[config.mk]
export PLATFORM = sky130hd
export DESIGN_NAME = rx_fsm
export DESIGN_NICKNAME = d
export VERILOG_FILES = /design/src/rtl/rx_fsm.sv
export SDC_FILE = /design/constraint.sdc
export NUM_CORES = 1
export LEC_CHECK = 0
export CORE_ASPECT_RATIO = 1.2
export CORE_MARGIN = 2
export CORE_UTILIZATION = 45
export CTS_CLUSTER_SIZE = 10
export DETAILED_ROUTE_END_ITERATION = 10
export HOLD_SLACK_MARGIN = 0.02
export MAX_ROUTING_LAYER = met4
export PLACE_DENSITY = 0.72
export SLEW_MARGIN = 20
export SYNTH_ARGS = -nofsm -noshare
export SYNTH_HDL_FRONTEND = slang
export SYNTH_SLANG_ARGS = --single-unit
[constraint.sdc]
create_clock -name clk -period 2.6 [get_ports clk]
set_input_delay 0.26 -clock clk [delete_from_list [all_inputs] [get_ports clk]]
set_output_delay 0.26 -clock clk [all_outputs]
set_load 0.1 [all_outputs]
[src/rtl/rx_fsm.sv]
// UART 8N1 receiver: a two-flop synchroniser feeds an FSM that samples mid-bit
// and rebuilds the byte LSB first. A bad stop bit gives a single frame error.
module rx_fsm #(
  parameter int CLKS_PER_BIT = 10
) (
  input  logic       clk,
  input  logic       RSTn,
  input  logic       RX,
  output logic [7:0] data_out,
  output logic       valid,
  output logic       frame_err,
  output logic       busy,
  output logic [2:0] state_dbg
);

  localparam int CW = (CLKS_PER_BIT > 1) ? $clog2(CLKS_PER_BIT) : 1;
  localparam logic [CW-1:0] CNT_MAX = CW'(CLKS_PER_BIT - 1);
  localparam logic [CW-1:0] CNT_HALF = CW'((CLKS_PER_BIT - 1) / 2);

  typedef enum logic [2:0] {
    S_IDLE  = 3'd0,
    S_START = 3'd1,
    S_DATA  = 3'd2,
    S_STOP  = 3'd3,
    S_BREAK = 3'd4
  } state_t;

  state_t        state;
  logic          rx_m;
  logic          rx_s;
  logic [CW-1:0] cnt;
  logic [2:0]    bit_idx;
  logic [7:0]    shreg;

  assign state_dbg = state;

  // busy is registered alongside the next state so it equals (state != IDLE)
  always_ff @(posedge clk or negedge RSTn) begin
    if (!RSTn) begin
      rx_m      <= 1'b1;
      rx_s      <= 1'b1;
      state     <= S_IDLE;
      cnt       <= '0;
      bit_idx   <= '0;
      shreg     <= '0;
      data_out  <= 8'h00;
      valid     <= 1'b0;
      frame_err <= 1'b0;
      busy      <= 1'b0;
    end else begin
      rx_m      <= RX;
      rx_s      <= rx_m;
      valid     <= 1'b0;
      frame_err <= 1'b0;
      case (state)
        S_IDLE: begin
          if (!rx_s) begin
            state <= S_START;
            cnt   <= '0;
            busy  <= 1'b1;
          end
        end
        S_START: begin
          if (cnt == CNT_HALF) begin
            if (!rx_s) begin
              state   <= S_DATA;
              cnt     <= '0;
              bit_idx <= '0;
            end else begin
              state <= S_IDLE;
              busy  <= 1'b0;
            end
          end else begin
            cnt <= cnt + CW'(1);
          end
        end
        S_DATA: begin
          if (cnt == CNT_MAX) begin
            shreg   <= {rx_s, shreg[7:1]};
            cnt     <= '0;
            bit_idx <= bit_idx + 3'd1;
            if (bit_idx == 3'd7) state <= S_STOP;
          end else begin
            cnt <= cnt + CW'(1);
          end
        end
        S_STOP: begin
          if (cnt == CNT_MAX) begin
            cnt <= '0;
            if (rx_s) begin
              data_out <= shreg;
              valid    <= 1'b1;
              state    <= S_IDLE;
              busy     <= 1'b0;
            end else begin
              frame_err <= 1'b1;
              state     <= S_BREAK;
            end
          end else begin
            cnt <= cnt + CW'(1);
          end
        end
        S_BREAK: begin
          // a line held low reports once, then waits here for it to recover
          if (rx_s) begin
            state <= S_IDLE;
            busy  <= 1'b0;
          end
        end
        default: begin
          state <= S_IDLE;
          busy  <= 1'b0;
        end
      endcase
    end
  end

endmodule
; ---- Word-level counts from Yosys, hierarchy flattened
; Index checks and enable logic that the tools add are counted.
[totals]
regBits = 31
latch_bits = 0
mem_bits_rw = 0
mem_bits_ro = 0
inputBits = 3
out_inout_bits = 14
wordCells = 64
mem_count = 0
[classes]
n_addsub = 2
multipliers = 0
div = 0
n_lt_le_gt_ge = 0
n_eq_ne = 14
shifts = 0
n_mux = 28
bitwise_logic = 1
n_reduce_logical = 9
[op_table]
columns = cell, n
row1 = $mux 3, 10
row2 = $pmux 3 s5, 1
row3 = $ne 2x2->1 const B, 7
row4 = $mux 4, 3
row5 = $pmux 4 s3, 1
row6 = $mux 1, 10
row7 = $reduce_and 4->1, 2
row8 = $eq 3x2->1 const B, 2
row9 = $eq 3x3->1 const B, 2
row10 = $pmux 3 s2, 1
row11 = $reduce_and 6->1, 1
row12 = $pmux 1 s5, 1
row13 = $add 4x1->4 const B, 1
row14 = $eq 4x3->1 const B, 1
row15 = $eq 4x4->1 const B, 1
row16 = $add 3x1->3 const B, 1
row17 = $eq 3x1->1 const B, 1
row18 = $logic_not 3->1, 1
row19 = $reduce_and 3->1, 1
row20 = $reduce_bool 3->1, 1
row21 = $mux 2, 1
row22 = $reduce_and 2->1, 1
row23 = $reduce_bool 2->1, 1
row24 = $reduce_or 2->1, 1
row25 = $not 1->1, 1

; ---- Longest topological paths before layout
; Gate-level depths: netlist of the first run.
[logic_depth]
word_depth = 4
depth_mapped = 7

; ---- Least setup slack after synthesis of the first run
; No wires, ideal clock.
[synth_path]
kind = register -> register
from = reg state[1], in the netlist state_dbg[1]
to = reg shreg[0]
t_arrival_ns = 2.017
required_ns = 2.475
setup_slack_ns = 0.459
path_stages_with_launch = 6
period_less_slack_ns = 2.141
cell_sequence = dfrtp_1 -> buf_2 -> nand2b_2 -> nor3_4 -> buf_6 -> mux2_2
[synth_via]
elab_chain_len = 2
[synth_lines]
columns = element, line_no
row1 = start: declaration, 28  ; state_t state;
row2 = start signal: assignment, 42  ; state <= S_IDLE;
row3 = start signal: assignment, 58  ; state <= S_START;
row4 = start signal: assignment, 66  ; state <= S_DATA;
row5 = $eq 3x2->1, 55  ; case (state)
row6 = $reduce_and 2->1 (no line), --
row7 = end signal: assignment, 79  ; shreg <= {rx_s, shreg[7:1]};
row8 = end: declaration, 33  ; logic [7:0] shreg;
; Every way passes these cells.
; A chain may end at the register's enable or synchronous reset.

; ---- Worst setup path in the final report of the first run
[layout_path]
from = reg cnt[1]
to = reg bit_idx[0]
[layout_via]
elab_chain_len = 3
elab_cells_between_ends = 5
cone_classes = eq/ne: 4 / reduce/logical: 1
[layout_lines]
columns = element, line_no
row1 = start: declaration, 31  ; logic [CW-1:0] cnt;
row2 = start signal: assignment, 74  ; cnt <= cnt + CW'(1);
row3 = start signal: assignment, 84  ; cnt <= cnt + CW'(1);
row4 = start signal: assignment, 100  ; cnt <= cnt + CW'(1);
row5 = $eq 4x4->1 / $eq 4x3->1 (equally long branches), "78, 64"
row6 = $ne 2x2->1 (no line), --
row7 = $reduce_and 4->1 (no line) (*), --
row8 = end signal: assignment, 81  ; bit_idx <= bit_idx + 3'd1;
row9 = end: declaration, 32  ; logic [2:0] bit_idx;
; Mark *: on every way between the ends. The rest lies on a longest branch, timed or not.

==> metrics.txt, run 1 <==
Post-Layout Cell Count=between 150 and 200; FF+latch count, synth=31; Die X=roughly 56 µm; fillcell total=about 270; hold violation total from the final report=0; pwr/cell area=a little under 900 mW/mm²; core area=approximately 0.0031 mm²; Synth Area in Compound Gates=between 10% and 20%; Final min period=roughly 1900 ps; Initial Util=a little under half; PostCTS Resize Cnt=0; Sw Share=40.30%; Detailed Routing Iterations Pass 1=4; Worst Hold Class=in2async; asr flop ratio synth=100.0%; top post-synthesis cells by area=dfrtp_1 (49%), mux2_2 (14%), ha_1 (4.2%), dfstp_2 (3.6%), a22o_1 (2.4%); setup tns final=0 ps; crit start category=flip-flop; leading cell type in the layout, fill and taps excluded=dfrtp_1; root buf cell=clkbuf_4; Worst Tran Pin Value=about 540 ps; diode count=0; drt wl/cell=14.06 µm; Worst Setup End Kind=flip-flop; RD Place Congestion=roughly 0.82; CP max stage delay=470 ps; CP top delay family=simple AND/OR/NAND/NOR gates; Max Freq=about 0.53 GHz; syn nets=121; most frequent cells in the layout=dfrtp_1 (29), mux2_2 (18), buf_4 (15), inv_1 (6); remaining antenna violation count after routing=0; peak supply drop=between 0.5 and 0.6 mV; PortBufs=16; Buf/Inv on CP=1; Flop pwr share=43.5%; Seq/Total Area, Yosys=about 53%; CP arrival=around 2100 ps; clk buf depth=2; clock sink count=31; Via density=between 5 and 6; clock share of power=approximately a fifth; final core area utilization=about 54%; dpl cell area=0.001609 mm²; DRC=0; Clock transition at path regs=about 100 ps; dpl cells=160; mean cell area of the mapped netlist=between 10 and 15 µm²; Switching Power=~0.6 mW; Die H=between 60 and 70 µm; cts bufs inserted=5; worst-path cell chain=inv_1, ha_1, nand3b_4, nor3_4, a31oi_1, mux2_2; Detailed Place HPWL=between 1500 and 2000 µm; TritonCTS clock tree=done; post-synthesis cell count=roughly 110; crit share post-route=between 70% and 80%; area grow syn2layout=13.24%; critical path depth=6; Top Ports=17; required time worst endpoint=roughly 2800 ps; Net count, final=139; Max-cap violations=0; Worst Skew=5.843 ps; # rows=22; initial antenna violation count=0; dominant cell type by area after synthesis=dfrtp_1; pre-CTS setup slack=between 700 and 800 ps; RSZ-0062 raised after global routing=false; DRT iter0 DRCs=21; first-pass GRT wire length=roughly 4300 µm; Post-synth EDFFs=0; Hold Slack=311.2 ps; grt ovf=0; largest family of logic cells by synthesized area=multiplexers; Clock Latency Late Sink=about 330 ps; Ys Warns=0; share of layout cells above drive strength 1=roughly two fifths; Slew Limit Fails=0; maximum number of pins on one net before global-route repair=32; Relative slew margins=between 60% and 70%; CP max FO=12; ys flop type=dfrtp_1; vias in the first global route=~940; outcome=complete, no violations; Pint=a little under 0.9 mW; die area=about 0.0038 mm²; mux contribution to synthesized area=14.43%; H-tree levels=2; Design Area, Final=about 0.0017 mm²; Leakage=between 0.8 and 0.9 nW; Total Routed Length=about 2400 µm; number of hold buffers added after CTS=0; Synth top area share=about half; post-layout worst setup margin=around 720 ps; Cell Area, Synth=between 0.001 and 0.0015 mm²; vias=900; R2R cell count=6; Setup-failing EPs final=0; total power=approximately 1.5 mW; Synth Area in Adders=4.244%; post-CTS setup buffers=0; area share of and/or/nand/nor cells after synthesis=between 10% and 20%; post-synth cell types=35; combinational fraction of design power=between 30% and 40%; slowest stage cell, crit path=nor3_4; crit path kind=reg2reg; GRT Overall Usage=between 10% and 20%; XOR/XNOR Fraction of Synth Area=about 1.2%
-- logic make-up after synthesis --
| logic type | Yosys count |
|---|---|
| DFF | 31 |
| and+or+nand+nor | 23 |
| AOI/OAI and AO/OA | 21 |
| muxes | 19 |
| buffers and inverters | 12 |
| adders and majority gates | 5 |
| xor gates and xnor gates | 2 |
-- worst reg2reg max path, stage by stage (launching register included) --
cell and delay (ps):
dfrtp_1 420, inv_1 90, ha_1 200, nand3b_4 130
nor3_4 470, a31oi_1 150, mux2_2 310
-- power by group through the flow --
stage | combinational [mW] | clock [mW] | sequential, mW
final | 0.547 | 0.291 | 0.645
after global routing | 0.592 | 0.327 | 0.658
after CTS | 0.554 | 0.304 | 0.644
after floorplan | 0.352 | 0 | 0.755
after detailed placement | 0.552 | 0 | 0.653
after global placement | 0.541 | 0 | 0.649
-- routing by layer --
layer	track usage (%)	vias to the layer above	wire length, µm
met2	24.26	18	1165
met5	-	-	0
met1	18.10	435	1016
met3	6.019	6	132
met4	7.143	0	48
li1	-	441	-
-- final timing paths --
path | start | end | slack (ps)
min in group clk | RX | rx_m | 340
min | RSTn | cnt[2] | 310
max reg2reg | cnt[1] | bit_idx[0] | 720
min reg2reg | rx_m | rx_s | 370
max in group asynchronous | RSTn | rx_s | 1970
max | cnt[1] | bit_idx[0] | 720
-- cell type report --
type / instances / area [µm²] / area share (%)
flip-flops and latches: 31 / 778.2 / 46.63
clock buffers: 7 / 55.05 / 3.298
repair buffers: 17 / 132.6 / 7.946
inverters: 6 / 22.52 / 1.349
multi-input cells: 70 / 630.6 / 37.78
clock inverters: 1 / 5.005 / 0.2999
well taps: 36 / 45.04 / 2.699
-- registers in the layout, summed over array words and instances, names as in the netlist --
name       cells
data_out       8
valid          1
cnt            4
state_dbg      3
busy           1
frame_err      1
shreg          8
rx_s           1
bit_idx        3
rx_m           1
-- synth_stat cells (2+ instances only) --
cell type / number
o21a_1: 2
ha_1: 5
o21ai_0: 3
nor2_1: 4
buf_2: 4
dfrtp_1: 29
a21oi_1: 3
nand2_1: 5
a22o_1: 4
buf_6: 2
and3b_1: 2
dfstp_2: 2
mux2_2: 18
inv_1: 6
a31oi_1: 2
xnor2_1: 2
nor2b_1: 2
Power figures use the tool's default switching activity.
==> run 2: changes to the inputs <==
Clock period 2.6 ns to 1.86 ns, I/O delays scaled along.
==> run 2 against run 1 <==
Via count increased by 2.6%. Clock skew grew 4.3 ps. Cell area grew 1.5%. Critical endpoint unchanged.
==> metrics.txt, run 2 (synthesis gave the netlist of run 1 again) <==
remaining antenna violation count after routing=0; CP top delay family=flip-flops; Total Routed Length=approximately 2400 µm; required time worst endpoint=2070 ps; Worst Tran Pin Value=between 300 and 400 ps; PostCTS Resize Cnt=0; Initial Util=a little under half; Flop pwr share=44.0%; Slew Limit Fails=0; number of hold buffers added after CTS=0; Sw Share=40.73%; peak supply drop=~0.75 mV; Largest regs=data_out x8, shreg x8, cnt x4; R2R cell count=7; crit path kind=reg2reg; Pint=1.221 mW; worst-path cell chain=inv_1, ha_1, nand3b_4, nor3_4, buf_4, a31oi_1, mux2_2; Worst Hold Class=in2async; Die H=66.70 µm; leading cell type in the layout, fill and taps excluded=dfrtp_1; Relative slew margins=around three quarters; crit start category=flip-flop; drt wl/cell=14.18 µm; grt ovf=0; setup tns final=0 ps; dpl cell area=0.001640 mm²; r2r setup slk=130 ps; GRT Overall Usage=between 15 and 20%; pwr/cell area=1216 mW/mm²; post-CTS setup buffers=0; Via density=~5.4; Clock Latency Late Sink=around 320 ps; area grow syn2layout=14.94%; crit share post-route=between 90% and 100%; # rows=22; cts bufs inserted=5; clock sink count=31; Clock transition at path regs=100 ps; CP arrival=1940 ps; Worst Setup End Kind=flip-flop; PortBufs=16; RSZ-0062 raised after global routing=false; Switching Power=0.8393 mW; Max-cap violations=0; RD Place Congestion=between 0.8 and 0.9; combinational fraction of design power=38.0%; Reg2Reg Launch Point=cnt[1]; vias in the first global route=967; CP max FO=12; core area=about 0.0031 mm²; critical path depth=7; DRC=0; clock share of power=between 15 and 20%; clk buf depth=2; Worst Skew=between 10 and 15 ps; Detailed Place HPWL=around 1700 µm; die area=approximately 0.0038 mm²; Leakage=0.8653 nW; Detailed Routing Iterations Pass 1=4; Net count, final=approximately 140; reg2reg end=bit_idx[0]; Max Freq=between 0.5 and 0.6 GHz; Design Area, Final=0.001694 mm²; H-tree levels=2; slowest stage cell, crit path=dfrtp_1; initial antenna violation count=0; most frequent cells in the layout=dfrtp_1 (26), mux2_2 (18), buf_4 (16), inv_1 (6); maximum number of pins on one net before global-route repair=32; diode count=0; outcome=complete, no violations; CP max stage delay=approximately 420 ps; root buf cell=clkbuf_4; Top Ports=17; Buf/Inv on CP=2; first-pass GRT wire length=~4400 µm; vias=between 900 and 1000; Die X=roughly 56 µm; DRT iter0 DRCs=39; hold violation total from the final report=0; share of layout cells above drive strength 1=approximately two fifths; Setup-failing EPs final=0; final core area utilization=approximately 55%; Final min period=about 1700 ps; TritonCTS clock tree=done
[run 2: cell types whose count changed in the layout (fill, tap and decap cells not counted)]
cell / previous run / this run
dfrtp_1: 29 / 26
dfrtp_2: 0 / 3
buf_12: 0 / 1
buf_4: 15 / 16
clkbuf_8: 1 / 0
clkinvlp_4: 0 / 1
[run 2: worst max-delay path by stage]
stage               slack [ps]          to         start
floorplan                   10    shreg[0]  state_dbg[1]
global placement           220  bit_idx[0]        cnt[1]
detailed placement         150  bit_idx[0]        cnt[1]
CTS                        150  bit_idx[0]        cnt[1]
global route                40      cnt[2]        cnt[0]
finish                     130  bit_idx[0]        cnt[1]
[run 2: per-layer routing]
| layer | wire length (µm) | GRT usage, % | share of wire, % | vias up |
|---|---|---|---|---|
| li1 | - | - | - | 439 |
| met1 | 1043 | 17.98 | 43 | 468 |
| met2 | 1262 | 25.74 | 52 | 16 |
| met3 | 104 | 6.019 | 4.3 | 0 |
| met4 | 0 | 5.357 | 0 | 0 |
| met5 | 0 | - | 0 | - |
[run 2: final cells by class]
type	instances	area [µm²]
repair buffers	19	160.2
well taps	36	45.04
clock inverters	2	12.51
flip-flops and latches	31	782.0
inverters	6	22.52
clock buffers	6	41.29
fillers	280	1389
multi-input cells	70	630.6
[run 2: metrics by stage]
stage / total power [mW] / cells / hold slack [ps] / setup WS, ps
after floorplan: 1.551 / 113 / -109.6 / 12.59
after global placement: 1.683 / 162 / 347.0 / 221.5
after detailed placement: 1.708 / 162 / 347.6 / 152.2
after CTS: 2.087 / 170 / 243.5 / 145.1
after global routing: 2.211 / 170 / 228.0 / 43.85
final: 2.061 / 170 / 238.7 / 131.7
[run 2: power groups by stage]
| stage | clock network (mW) | registers (mW) | logic, mW |
|---|---|---|---|
| 3_5_place_dp | 0 | 0.921 | 0.788 |
| 5_1_grt | 0.431 | 0.927 | 0.853 |
| 2_1_floorplan | 0 | 1.06 | 0.492 |
| 4_1_cts | 0.389 | 0.906 | 0.791 |
| 3_3_place_gp | 0 | 0.913 | 0.770 |
| 6_report | 0.371 | 0.907 | 0.782 |
[run 2: worst reg2reg max path, delay by kind of cell, from the launching register on]
family                     cells  cell delay, ps
adders and majority gates      1             200
buffers and inverters          2             310
AOI/OAI and AO/OA              1              90
and+or+nand+nor                2             310
muxes                          1             290
DFF                            1             420
==> run 3: changes to the inputs <==
Settings changed: CTS_CLUSTER_SIZE 10 to 20.
==> results of run 3 <==
Same layout as run 2: the final DEF is identical, and so are final timing and power.
